### config.mk
export PLATFORM = sky130hd
export DESIGN_NAME = seg_scan
export DESIGN_NICKNAME = d
export VERILOG_FILES = /design/src/rtl/seg_scan.sv
export SDC_FILE = /design/constraint.sdc
export NUM_CORES = 1
export LEC_CHECK = 0
export BUFFER_PORTS_ARGS = -buffer_cell sky130_fd_sc_hd__buf_2
export CAP_MARGIN = 20
export CORE_MARGIN = 2
export CORE_UTILIZATION = 30
export CTS_CLUSTER_SIZE = 40
export DETAILED_ROUTE_END_ITERATION = 10
export GPL_TIMING_DRIVEN = 0
export SLEW_MARGIN = 20
export SYNTH_ARGS = -nofsm -noshare
export SYNTH_HDL_FRONTEND = slang
export SYNTH_SLANG_ARGS = --single-unit
### constraint.sdc
create_clock -name clk_i -period 5.2 [get_ports clk_i]
set_input_delay 0.52 -clock clk_i [delete_from_list [all_inputs] [get_ports clk_i]]
set_output_delay 0.52 -clock clk_i [all_outputs]
set_load 0.02 [all_outputs]
### src/rtl/seg_scan.sv
// seg_scan: multiplexed seven-segment scanner; define SEG_SCAN_BLANK_EN for a dark anti-ghosting interval per slot
module seg_scan #(
   parameter int NUM_DIGITS   = 8,
   parameter int SCAN_DIV     = 50000,
   parameter int BLANK_CYCLES = 500
) (
   input  logic       clk_i,
   input  logic       rst_i,
   input  logic [7:0] segs_i [7:0],
   input  logic       en_i,
   output logic [7:0] seg_o,
   output logic [7:0] an_o,
   output logic [2:0] digit_o,
   output logic       frame_o
);
   localparam int CW = $clog2(SCAN_DIV);
`ifdef SEG_SCAN_BLANK_EN
   typedef enum logic [1:0] {IDLE, BLANK, SHOW} state_t;
   localparam state_t FIRST = BLANK;
`else
   typedef enum logic [1:0] {IDLE, SHOW} state_t;
   localparam state_t FIRST = SHOW;
`endif
   if (NUM_DIGITS < 2 || NUM_DIGITS > 8 || SCAN_DIV < 2 || BLANK_CYCLES < 1 || BLANK_CYCLES >= SCAN_DIV) begin : g_bad
      $error("seg_scan: parameter out of range");
   end
   state_t          state, state_n;
   logic [CW-1:0]   cnt, cnt_n;
   logic [2:0]      dig_n;
   logic [7:0]      shadow [7:0];
   logic [7:0]      an_n, seg_n;
   logic            wrap, last, load, frame_n;
   // next state, slot/digit counters and the output values they imply, so every output is a plain register
   always_comb begin
      wrap    = cnt == CW'(SCAN_DIV - 1);
      last    = digit_o == 3'(NUM_DIGITS - 1);
      state_n = IDLE;
      cnt_n   = '0;
      dig_n   = '0;
      load    = 1'b0;
      frame_n = 1'b0;
      if (en_i && state == IDLE) begin
         state_n = FIRST;
         load    = 1'b1;
      end else if (en_i) begin
         cnt_n   = wrap ? '0 : cnt + CW'(1);
         dig_n   = wrap ? (last ? 3'd0 : digit_o + 3'd1) : digit_o;
         load    = wrap && last;
         frame_n = load;
`ifdef SEG_SCAN_BLANK_EN
         state_n = wrap ? FIRST : (state == BLANK && cnt_n == CW'(BLANK_CYCLES)) ? SHOW : state;
`else
         state_n = SHOW;
`endif
      end
      an_n  = state_n == SHOW ? ~(8'd1 << dig_n) : 8'hFF;
      seg_n = state_n == SHOW ? (load ? segs_i[dig_n] : shadow[dig_n]) : 8'hFF;
   end
   // state and output registers; reset darkens the display without waiting for a clock
   always_ff @(posedge clk_i or posedge rst_i) begin
      if (rst_i) begin
         state   <= IDLE;
         cnt     <= '0;
         digit_o <= '0;
         frame_o <= 1'b0;
         an_o    <= 8'hFF;
         seg_o   <= 8'hFF;
         shadow  <= '{default: 8'hFF};
      end else begin
         state   <= state_n;
         cnt     <= cnt_n;
         digit_o <= dig_n;
         frame_o <= frame_n;
         an_o    <= an_n;
         seg_o   <= seg_n;
         if (load) shadow <= segs_i;
      end
   end
endmodule
==> results of run 1 <==
[kinds of logic after synthesis]
family	Yosys count
compound gates	116
flops	101
fa+ha+maj	3
mux	64
buf+inv	43
xor+xnor	13
simple gates	201
[path summary, 6_finish.rpt]
path / cells past startpoint / end
max: 10 / seg_o[0]$_DFF_PP1_
min reg2reg: 2 / shadow[38]$_DFFE_PP1N_
min: 3 / shadow[29]$_DFFE_PP1N_
max reg2reg: 10 / seg_o[0]$_DFF_PP1_
min in group asynchronous: 2 / seg_o[3]$_DFF_PP1_
max in group asynchronous: 3 / shadow[20]$_DFFE_PP1N_
[power by group]
group | total (W) | internal [W] | switching (W) | leakage [nW]
Sequential | 0.000961 | 0.000919 | 0.0000419 | 1.13
Combinational | 0.000240 | 0.000108 | 0.000132 | 1.49
Clock | 0.000685 | 0.000374 | 0.000311 | 0.145
Total | 0.00189 | 0.00140 | 0.000485 | 2.77
[stage by stage]
| stage | util | area [µm²] |
|---|---|---|
| after floorplan | - | 5480 |
| after global routing | 0.363 | 6520 |
| after CTS | 0.363 | 6520 |
| after detailed placement | 0.347 | 6230 |
| final | 0.363 | 6520 |
| after global placement | 0.345 | 6190 |
[metal layers]
layer / track usage / up-vias / wire length (µm)
li1: - / 2155 / -
met1: 0.240 / 2239 / 7600
met2: 0.276 / 165 / 7780
met3: 0.0439 / 30 / 1040
met4: 0.0707 / 0 / 494
met5: 0 / - / 0
[cell usage after synthesis (2+ instances only)]
cell type / number / area, µm²
nand2_1: 128 / 480
dfstp_2: 80 / 2100
mux2_2: 47 / 529
a21oi_1: 22 / 110
dfrtp_1: 21 / 526
nor2_1: 21 / 78.8
a221o_1: 20 / 200
o21ai_0: 18 / 90.1
mux2i_1: 16 / 160
o221ai_1: 14 / 123
buf_2: 13 / 65.1
clkbuf_1: 13 / 48.8
nand3_1: 13 / 65.1
o211ai_1: 12 / 90.1
xor2_1: 9 / 78.8
o22ai_1: 8 / 50.1
inv_1: 6 / 22.5
o21ai_1: 6 / 30.0
a22oi_1: 5 / 37.5
and3_1: 5 / 31.3
buf_6: 5 / 56.3
nand4_1: 4 / 25.0
xnor2_1: 4 / 35.0
buf_1: 3 / 11.3
ha_1: 3 / 37.5
nand4b_1: 3 / 26.3
nor4_1: 3 / 18.8
or2b_1: 3 / 22.5
a2111oi_0: 2 / 17.5
a221oi_1: 2 / 17.5
and2_0: 2 / 12.5
buf_4: 2 / 15.0
nand2b_1: 2 / 12.5
o211ai_2: 2 / 25.0
o31ai_1: 2 / 15.0
or3_1: 2 / 12.5
or4_1: 2 / 15.0
or4b_1: 2 / 20.0
[critical path, stage by stage (launching register included)]
cell,delay (ns)
dfrtp_1,0.42
or4b_1,0.53
buf_2,0.18
nor4_4,0.43
mux2i_1,0.21
nand2b_1,0.11
clkbuf_1,0.47
clkinv_1,0.50
a2111oi_0,0.59
o21ai_1,0.19
o22ai_1,0.20
[flip-flops by register name, indices dropped and copies added (netlist names)]
register / count
state: 1
seg_o: 8
shadow: 64
an_o: 8
digit_o: 3
frame_o: 1
cnt: 16
[layout by cell type (no fill, tap or decap), types with 4 or more instances in the layout]
master,count
nand2_1,128
buf_2,98
dfstp_2,80
mux2_2,47
a21oi_1,22
nor2_1,21
dfrtp_1,21
a221o_1,20
o21ai_0,18
mux2i_1,16
clkbuf_1,14
o221ai_1,14
nand3_1,13
o211ai_1,12
xor2_1,9
clkbuf_16,9
o22ai_1,8
o21ai_1,6
inv_1,5
buf_6,5
and3_1,5
a22oi_1,5
xnor2_1,4
nand4_1,4
[area by class of cell]
cell class | count | share of cell area
plain buffers | 36 | 0.0301
clock buffers | 10 | 0.0351
clock inverters | 6 | 0.00941
inverters | 7 | 0.00480
multi-input cells | 397 | 0.404
flip-flops and latches | 101 | 0.403
well taps | 229 | 0.0440
repair buffers | 86 | 0.0695
==> impl_metrics.csv, run 1 <==
group,metric,value,unit
clocking,htree_levels,3,
die,fp.coreArea,18000,µm²
critical_path,crit_type,"flop to flop",
global_routing,grt-ovfl-total,0,
placed_design,pre_cts_ws,1.31,ns
clocking,root_buffer,"clkbuf_16",
outcome,status,"finished, final reports clean",
worst_hold_path,hold_path.class,"input pin to flop",
routing,vias,4589,
placed_design,gp_congestion,0.884,
placed_design,io_buffers,85,
synth,synth.area.mux_share,0.128,
synth,synth_top_family_by_area,"simple AND/OR/NAND/NOR gates",
synth,postSynthCellCount,541,
synth,synthSimpleGateAreaFrac,0.170,
routing,initialDrtViolationCount,378,
die,die_y,139,µm
clocking,clock_latency,0.36,ns
synth,synth_compound_area_frac,0.154,
synth,syn_avg_cell_area,10.1,µm²
die,ios,87,
timing,finalSetupTns,0,ns
global_routing,grt_max_degree,76,
timing,max_clock_freq,255,MHz
finish,fin_nets,708,
global_routing,grt_usage,0.178,
timing,drv_slew,0,
global_routing,grt_pass1_vias,4416,
timing,clock_skew,0.00954,ns
critical_path,end_kind,"flop",
global_routing,antenna_found_initial,0,
clocking,cts_tree,"built",
synth,synth-xor-area-share,0.0208,
finish,layout-drive-gt1-share,0.401,
finish,multi_input_area,2630,µm²
synth,ys_ff_latch,101,
finish,nFillCells,1811,
routing,drc,0,
critical_path,crit_arrival,4.20,ns
synth,yosysSeqAreaShare,0.479,
die,die_w,139,µm
power_and_ir_drop,irDropWorstVdd,165,µV
synth,synthAdderAreaFrac,0.00685,
synth,ys.flop_type,"dfstp_2",
routing,via_per_inst,5.26,
die,dieArea,19400,µm²
routing,drtAntennaViolNets,0,
synth,yosysWarnings,0,
critical_path,crit_start,"cnt[11]$_DFF_PP0_",
critical_path,reg2reg_slack,1.27,ns
timing,setup_ws,1.27,ns
power_and_ir_drop,power_density,289,nW/µm²
timing,tightest_slew,1.08,ns
die,rows,49,
critical_path,cp.required,5.48,ns
global_routing,grt_pass1_wl,26400,µm
routing,dr.pass1.iters,4,
clocking,path_clk_slew,0.07,ns
clocking,hold_buffers,0,
synth,synth.cell_area,5480,µm²
critical_path,critPathLaunchType,"flop",
finish,antenna_cells,0,
die,start_util,0.305,
timing,fin_crit_sh,0.755,
timing,relSlewSlack,0.276,
placed_design,place_inst,856,
power_and_ir_drop,finalPower,0.00189,W
flow_run,cap_violations,0,
timing,setup_viol,0,
worst_hold_path,min_from,"segs_i[29]",
timing,period_needed,3.93,ns
timing,rsz0062_at_grt,"false",
finish,area_growth,18.9,%
synth,synthDistinctLibCells,54,
routing,totalWireLength,16900,µm
clocking,cts_buffers,9,
synth,synth_edf_count,0,
routing,wl_per_cell,19.4,µm
clocking,cts-resized-gates,0,
clocking,clockBufferDepth,2,
critical_path,worstReg2RegStart,"cnt[11]$_DFF_PP0_",
synth,async_reset_ff_frac,1.00,
timing,whs,0.354,ns
finish,final_cells,872,
clocking,clkSinkCount,101,
critical_path,crit_fanout,10,
finish,final-seq-area,2630,µm²
placed_design,hpwl,12500,µm
clocking,post-cts-setup-buffers,0,
power_and_ir_drop,p_leak,2.77,nW
synth,syn-num-nets,611,
timing,hold_viol,0,
Power figures use the tool's default switching activity.
==> run 2: changes to the inputs <==
- ABC_AREA: unset -> 1
- clock period: 5.2 -> 3.3 ns (I/O delays scaled with it)
==> run 2 against run 1 <==
  * Non-clock buffer count increased by 19
  * Sequential cell count unchanged
  * Critical path depth increased by 2
  * Critical path type unchanged
  * First-iteration DRC count increased by 13%
  * Worst hold slack got worse by 0.18 ns
  * Global-route usage increased by 1.0 points
  * Critical endpoint is now seg_o[7]$_DFF_PP1_
  * Clock power increased by 66%
  * Final cell count increased by 28%
==> impl_metrics.csv, run 2 <==
group,metric,value,unit
timing,drv_slew,0,
synth,synth_edf_count,0,
finish,top_regs,"shadow x64, cnt x16",
die,ios,87,
clocking,cts_buffers,9,
synth,ys_ff_latch,101,
critical_path,crit_path_cell_trace,"ha_1, ha_1, or2_2, nand3_2, buf_2, buf_2, nand4_1, nand2_1, nand2_1, nand3_1, nand3_1, nand3_1",
synth,yosysTopAreaCell,"dfstp_2",
finish,top_register,"shadow",
synth,synthDistinctLibCells,30,
clocking,clock_latency,0.36,ns
placed_design,hpwl,13300,µm
power_and_ir_drop,irDropWorstVdd,254,µV
worst_hold_path,min_from,"segs_i[2]",
critical_path,cp_common_cell,"nand3_1",
clocking,htree_levels,3,
placed_design,io_buffers,86,
timing,whs,0.174,ns
critical_path,crit_arrival,2.75,ns
worst_hold_path,hold_path.class,"input pin to flop",
clocking,clkSinkCount,101,
critical_path,r2r-end,"seg_o[7]$_DFF_PP1_",
global_routing,grtUsageMet1,0.265,
placed_design,dpl_cell_area,6400,µm²
critical_path,crit_fanout,10,
critical_path,crit_type,"flop to flop",
critical_path,cpMaxStageDelayCell,"dfrtp_1",
flow_run,cap_violations,0,
critical_path,reg2reg_slack,0.83,ns
placed_design,place_inst,1102,
timing,hold_viol,0,
critical_path,end_kind,"flop",
finish,design_area,6720,µm²
global_routing,grt_usage,0.188,
timing,period_needed,2.47,ns
clocking,path_clk_slew,0.07,ns
clocking,post-cts-setup-buffers,0,
synth,syn_avg_cell_area,7.23,µm²
timing,max_clock_freq,404,MHz
synth,postSynthCellCount,781,
timing,clock_skew,0.00824,ns
clocking,root_buffer,"clkbuf_16",
worst_hold_path,hold_end,"shadow[2]$_DFFE_PP1N_",
routing,drc,0,
global_routing,grt-ovfl-total,0,
worst_hold_path,holdPathStages,3,
global_routing,busiest_layer,"met2",
global_routing,grt_pass1_wl,28700,µm
critical_path,worstReg2RegStart,"digit_o[0]$_DFF_PP0_",
timing,fin_crit_sh,0.749,
routing,totalWireLength,18200,µm
synth,async_reset_ff_frac,1.00,
timing,setup_viol,0,
synth,post-synth-top-area-fraction,0.372,
critical_path,r2r_cells,12,
critical_path,cpPeakStageDelay,0.43,ns
synth,syn-num-nets,851,
synth,ys.flop_type,"dfstp_2",
critical_path,critPathLaunchType,"flop",
die,die_w,141,µm
synth,yosysSeqAreaShare,0.466,
global_routing,grt_pass1_vias,5259,
synth,synth.cell_area,5640,µm²
synth,yosysWarnings,0,
power_and_ir_drop,power_density,450,nW/µm²
die,start_util,0.304,
finish,nFillCells,1996,
routing,vias,5465,
routing,wl_per_cell,16.3,µm
placed_design,gp_congestion,0.906,
finish,area_growth,19.1,%
die,rows,50,
finish,layout-drive-gt1-share,0.259,
finish,largest_reg_flops,64,
clocking,clockBufferDepth,2,
finish,final_cells,1120,
finish,final_common_cell,"nand2_1",
global_routing,antenna_found_initial,1,
die,dieArea,19900,µm²
timing,relSlewSlack,0.577,
finish,final_cell_mix,"nand2_1 (395), buf_2 (105), dfstp_2 (80)",
timing,rsz0062_at_grt,"false",
outcome,status,"finished, final reports clean",
routing,dr.pass1.iters,5,
timing,tightest_slew,0.634,ns
routing,via_per_inst,4.88,
die,die_y,141,µm
finish,utilization,0.362,
clocking,cts_tree,"built",
global_routing,grtUsageMet2,0.291,
critical_path,cp.required,3.58,ns
die,fp.coreArea,18600,µm²
routing,initialDrtViolationCount,426,
global_routing,grtUsageMet3,0.0340,
finish,fin_nets,950,
synth,yosys-top-cells-area,"dfstp_2 (37%), nand2_1 (26%), dfrtp_1 (9.3%)",
synth,synth_most_common_cell,"nand2_1",
power_and_ir_drop,p_leak,3.33,nW
global_routing,grt_max_degree,78,
synth,synth.top_cells.by_count,"nand2_1 (395), dfstp_2 (80), nand3_1 (61)",
routing,drtAntennaViolNets,0,
## run 2: cell count changes in the layout (fill, tap and decap cells not counted), moves of 12 or more
cell	delta
a21oi_1	-19
nand4_1	+53
o221ai_1	-14
mux2i_1	-16
a221o_1	-20
nand3_1	+48
inv_1	+26
mux2_2	-47
o211ai_1	-12
nand2_1	+267
## run 2: kinds of logic after synthesis
group / Yosys count / share of synthesized area
fa+ha+maj: 3 / 0.00665
simple gates: 561 / 0.425
compound gates: 25 / 0.0250
buf+inv: 89 / 0.0747
xor+xnor: 2 / 0.00310
flops: 101 / 0.466
## run 2: through the flow
| step | setup TNS (ns) | total power [W] | setup WS [ns] |
|---|---|---|---|
| floorplan | 0 | 0.00173 | 0.455 |
| global placement | -19.99 | 0.00189 | -0.965 |
| detailed placement | 0 | 0.00190 | 0.896 |
| CTS | 0 | 0.00305 | 0.872 |
| global route | 0 | 0.00316 | 0.657 |
| finish | 0 | 0.00303 | 0.827 |
## run 2: worst max path at each step
stage                               startpoint                  to  cells after the start
after CTS                 digit_o[0]$_DFF_PP0_  seg_o[4]$_DFF_PP1_                     12
after floorplan                          rst_i    cnt[0]$_DFF_PP0_                      1
final                     digit_o[0]$_DFF_PP0_  seg_o[7]$_DFF_PP1_                     12
after global placement                   rst_i   cnt[15]$_DFF_PP0_                      2
after global routing      digit_o[0]$_DFF_PP0_  seg_o[2]$_DFF_PP1_                     12
after detailed placement  digit_o[0]$_DFF_PP0_  seg_o[4]$_DFF_PP1_                     12
## run 2: repair_timing
| action | CTS | global route |
|---|---|---|
| hold buffers | 1 | 0 |
| resized for setup | 0 | 0 |
| endpoints found under the hold margin | 16 | 0 |
## run 2: layout make-up
cell class	count	area (µm²)	share of cell area
clock buffers	12	236	0.0352
well taps	234	293	0.0436
plain buffers	53	287	0.0426
inverters	36	140	0.0208
repair buffers	88	468	0.0696
flip-flops and latches	101	2630	0.391
diodes	1	2.50	0.000372
clock inverters	4	72.6	0.0108
multi-input cells	591	2590	0.386
## run 2: per-layer routing
layer,part of all wire,up-vias
met5,0,-
met4,0.024,0
met3,0.059,38
met2,0.45,201
met1,0.46,2529
li1,-,2697
## run 2: critical path: cells and delay by family (launching register included)
| kind | cells | cell delay, ns |
|---|---|---|
| simple gates | 8 | 1.02 |
| buf+inv | 2 | 0.53 |
| flops | 1 | 0.43 |
| fa+ha+maj | 2 | 0.40 |
## run 2: power by group
group / total (W) / switching [W] / internal, W
Sequential: 0.00148 / 0.0000551 / 0.00143
Combinational: 0.000401 / 0.000266 / 0.000135
Clock: 0.00114 / 0.000478 / 0.000665
==> run 3: changes to the inputs <==
- clock period: 3.3 -> 2.4 ns (I/O delays scaled with it)
==> run 3 against run 2 <==
  * First-iteration DRC count is 6.1% lower
  * Worst hold slack got worse by 0.091 ns
  * Combinational power grew 41%
  * Global-route usage increased by 0.37 points
  * Setup slack worse by 0.75 ns
  * Maximum frequency is 6.6% higher
  * Design area grew 2.0%
==> impl_metrics.csv, run 3 (synthesis results as in run 2) <==
group,metric,value,unit
outcome,status,"finished, final reports clean",
finish,nFillCells,2002,
timing,setup_viol,0,
power_and_ir_drop,p_sw,0.00116,W
critical_path,cpMaxStageDelayCell,"dfrtp_1",
timing,clock_skew,0.00816,ns
critical_path,path_buf_inv,2,
routing,wl_per_cell,16.4,µm
global_routing,grt_usage,0.192,
critical_path,crit_path_cell_trace,"ha_1, ha_1, or2_2, nand3_4, nand3_4, buf_8, buf_6, nand2_1, nand2_1, nand2_1, nand3_1, nand3_1, nand3_2",
routing,via_per_inst,4.89,
routing,totalWireLength,18500,µm
finish,area_growth,21.5,%
power_and_ir_drop,finalPower,0.00414,W
critical_path,path_delay_family,"simple AND/OR/NAND/NOR gates",
power_and_ir_drop,irDropWorstVdd,333,µV
clocking,clockBufferDepth,2,
routing,initialDrtViolationCount,400,
placed_design,hpwl,13700,µm
power_and_ir_drop,swShare,0.280,
critical_path,crit_arrival,2.58,ns
placed_design,io_buffers,86,
power_and_ir_drop,power_density,604,nW/µm²
critical_path,crit_fanout,10,
timing,tightest_slew,0.610,ns
clocking,cts_buffers,9,
power_and_ir_drop,p_seq_frac,0.492,
critical_path,critPathLaunchType,"flop",
global_routing,grt_pass1_vias,5325,
die,start_util,0.304,
power_and_ir_drop,p_leak,3.40,nW
power_and_ir_drop,combPwrFrac,0.136,
global_routing,grt_pass1_wl,29300,µm
global_routing,grt_max_degree,34,
finish,final_cell_mix,"nand2_1 (395), buf_2 (100), dfstp_2 (80)",
clocking,cts_tree,"built",
die,fp.coreArea,18600,µm²
power_and_ir_drop,p_int,0.00298,W
global_routing,grt-ovfl-total,0,
timing,drv_slew,0,
finish,final_common_cell,"nand2_1",
finish,fin_nets,956,
flow_run,cap_violations,0,
critical_path,cp_common_cell,"nand2_1",
finish,top_regs,"shadow x64, cnt x16",
worst_hold_path,hold_path.class,"input pin to flop",
timing,max_clock_freq,431,MHz
placed_design,pre_cts_ws,-0.0355,ns
timing,setup_ws,0.0810,ns
critical_path,end_kind,"flop",
timing,relSlewSlack,0.593,
clocking,htree_levels,3,
die,dieArea,19900,µm²
finish,largest_reg_flops,64,
routing,drc,0,
finish,utilization,0.369,
clocking,root_buffer,"clkbuf_16",
placed_design,gp_congestion,0.925,
timing,period_needed,2.32,ns
critical_path,cp.required,2.66,ns
routing,vias,5502,
finish,layout-drive-gt1-share,0.276,
routing,dr.pass1.iters,5,
finish,antenna_cells,0,
timing,hold_viol,0,
global_routing,antenna_found_initial,0,
die,rows,50,
die,die_w,141,µm
die,ios,87,
clocking,clkSinkCount,101,
critical_path,cpPeakStageDelay,0.42,ns
die,die_y,141,µm
clocking,path_clk_slew,0.07,ns
finish,top_register,"shadow",
routing,drtAntennaViolNets,0,
clocking,clock_latency,0.36,ns
timing,fin_crit_sh,0.966,
critical_path,crit_type,"flop to flop",
power_and_ir_drop,p_clk_frac,0.371,
[run 3: area by class of cell]
class / instances / area [µm²] / share of cell area
multi-input combinational: 591 / 2640 / 0.385
sequential: 101 / 2630 / 0.383
timing repair buffer: 94 / 538 / 0.0785
buffer: 53 / 312 / 0.0454
tap: 234 / 293 / 0.0427
clock buffer: 9 / 225 / 0.0328
inverter: 36 / 139 / 0.0203
clock inverter: 7 / 82.6 / 0.0120
[run 3: worst paths after layout]
path                                        start                     end  slack (ns)  cells after the start
max                          digit_o[0]$_DFF_PP0_      seg_o[4]$_DFF_PP1_        0.08                     13
min                                     segs_i[8]   shadow[8]$_DFFE_PP1N_        0.08                      3
max reg2reg                  digit_o[0]$_DFF_PP0_      seg_o[4]$_DFF_PP1_        0.08                     13
min reg2reg                shadow[46]$_DFFE_PP1N_  shadow[46]$_DFFE_PP1N_        0.46                      2
max in group asynchronous                   rst_i  shadow[42]$_DFFE_PP1N_        1.13                      5
min in group asynchronous                   rst_i    digit_o[0]$_DFF_PP0_        0.44                      3
[run 3: metrics by stage]
step | area [µm²] | hold slack [ns] | setup TNS (ns) | cells
floorplan | 5650 | 0.335 | 0 | 781
global placement | 6370 | 0.450 | -0.0352 | 1101
detailed placement | 6440 | 0.284 | -0.0837 | 1104
CTS | 6770 | 0.0705 | 0 | 1121
global route | 6860 | 0.0880 | -0.0433 | 1125
finish | 6860 | 0.0829 | 0 | 1125
[run 3: layer usage]
| metal | GRT usage | up-vias | routed length (µm) |
|---|---|---|---|
| li1 | - | 2713 | - |
| met1 | 0.270 | 2564 | 8410 |
| met2 | 0.295 | 183 | 8450 |
| met3 | 0.0336 | 42 | 1050 |
| met4 | 0.0732 | 0 | 574 |
| met5 | 0 | - | 0 |
[run 3: timing repair]
action | CTS | global route
buffers inserted | 0 | 4
pin swaps | 0 | 2
resized for setup | 4 | 19
endpoints found under the hold margin | 13 | 0
endpoints found under the setup margin | 8 | 15
hold buffers | 1 | 0
[run 3: power groups by stage]
stage | combinational [W] | sequential [W] | clock, W
finish | 0.000564 | 0.00204 | 0.00154
global route | 0.000639 | 0.00206 | 0.00164
CTS | 0.000559 | 0.00204 | 0.00157
detailed placement | 0.000556 | 0.00206 | 0
global placement | 0.000538 | 0.00206 | 0
floorplan | 0.000313 | 0.00206 | 0
[run 3: tightest hold or removal path, cell delays in order]
cell	delay (ns)
buf_2	0.10
nand2_1	0.05
nand2_1	0.05
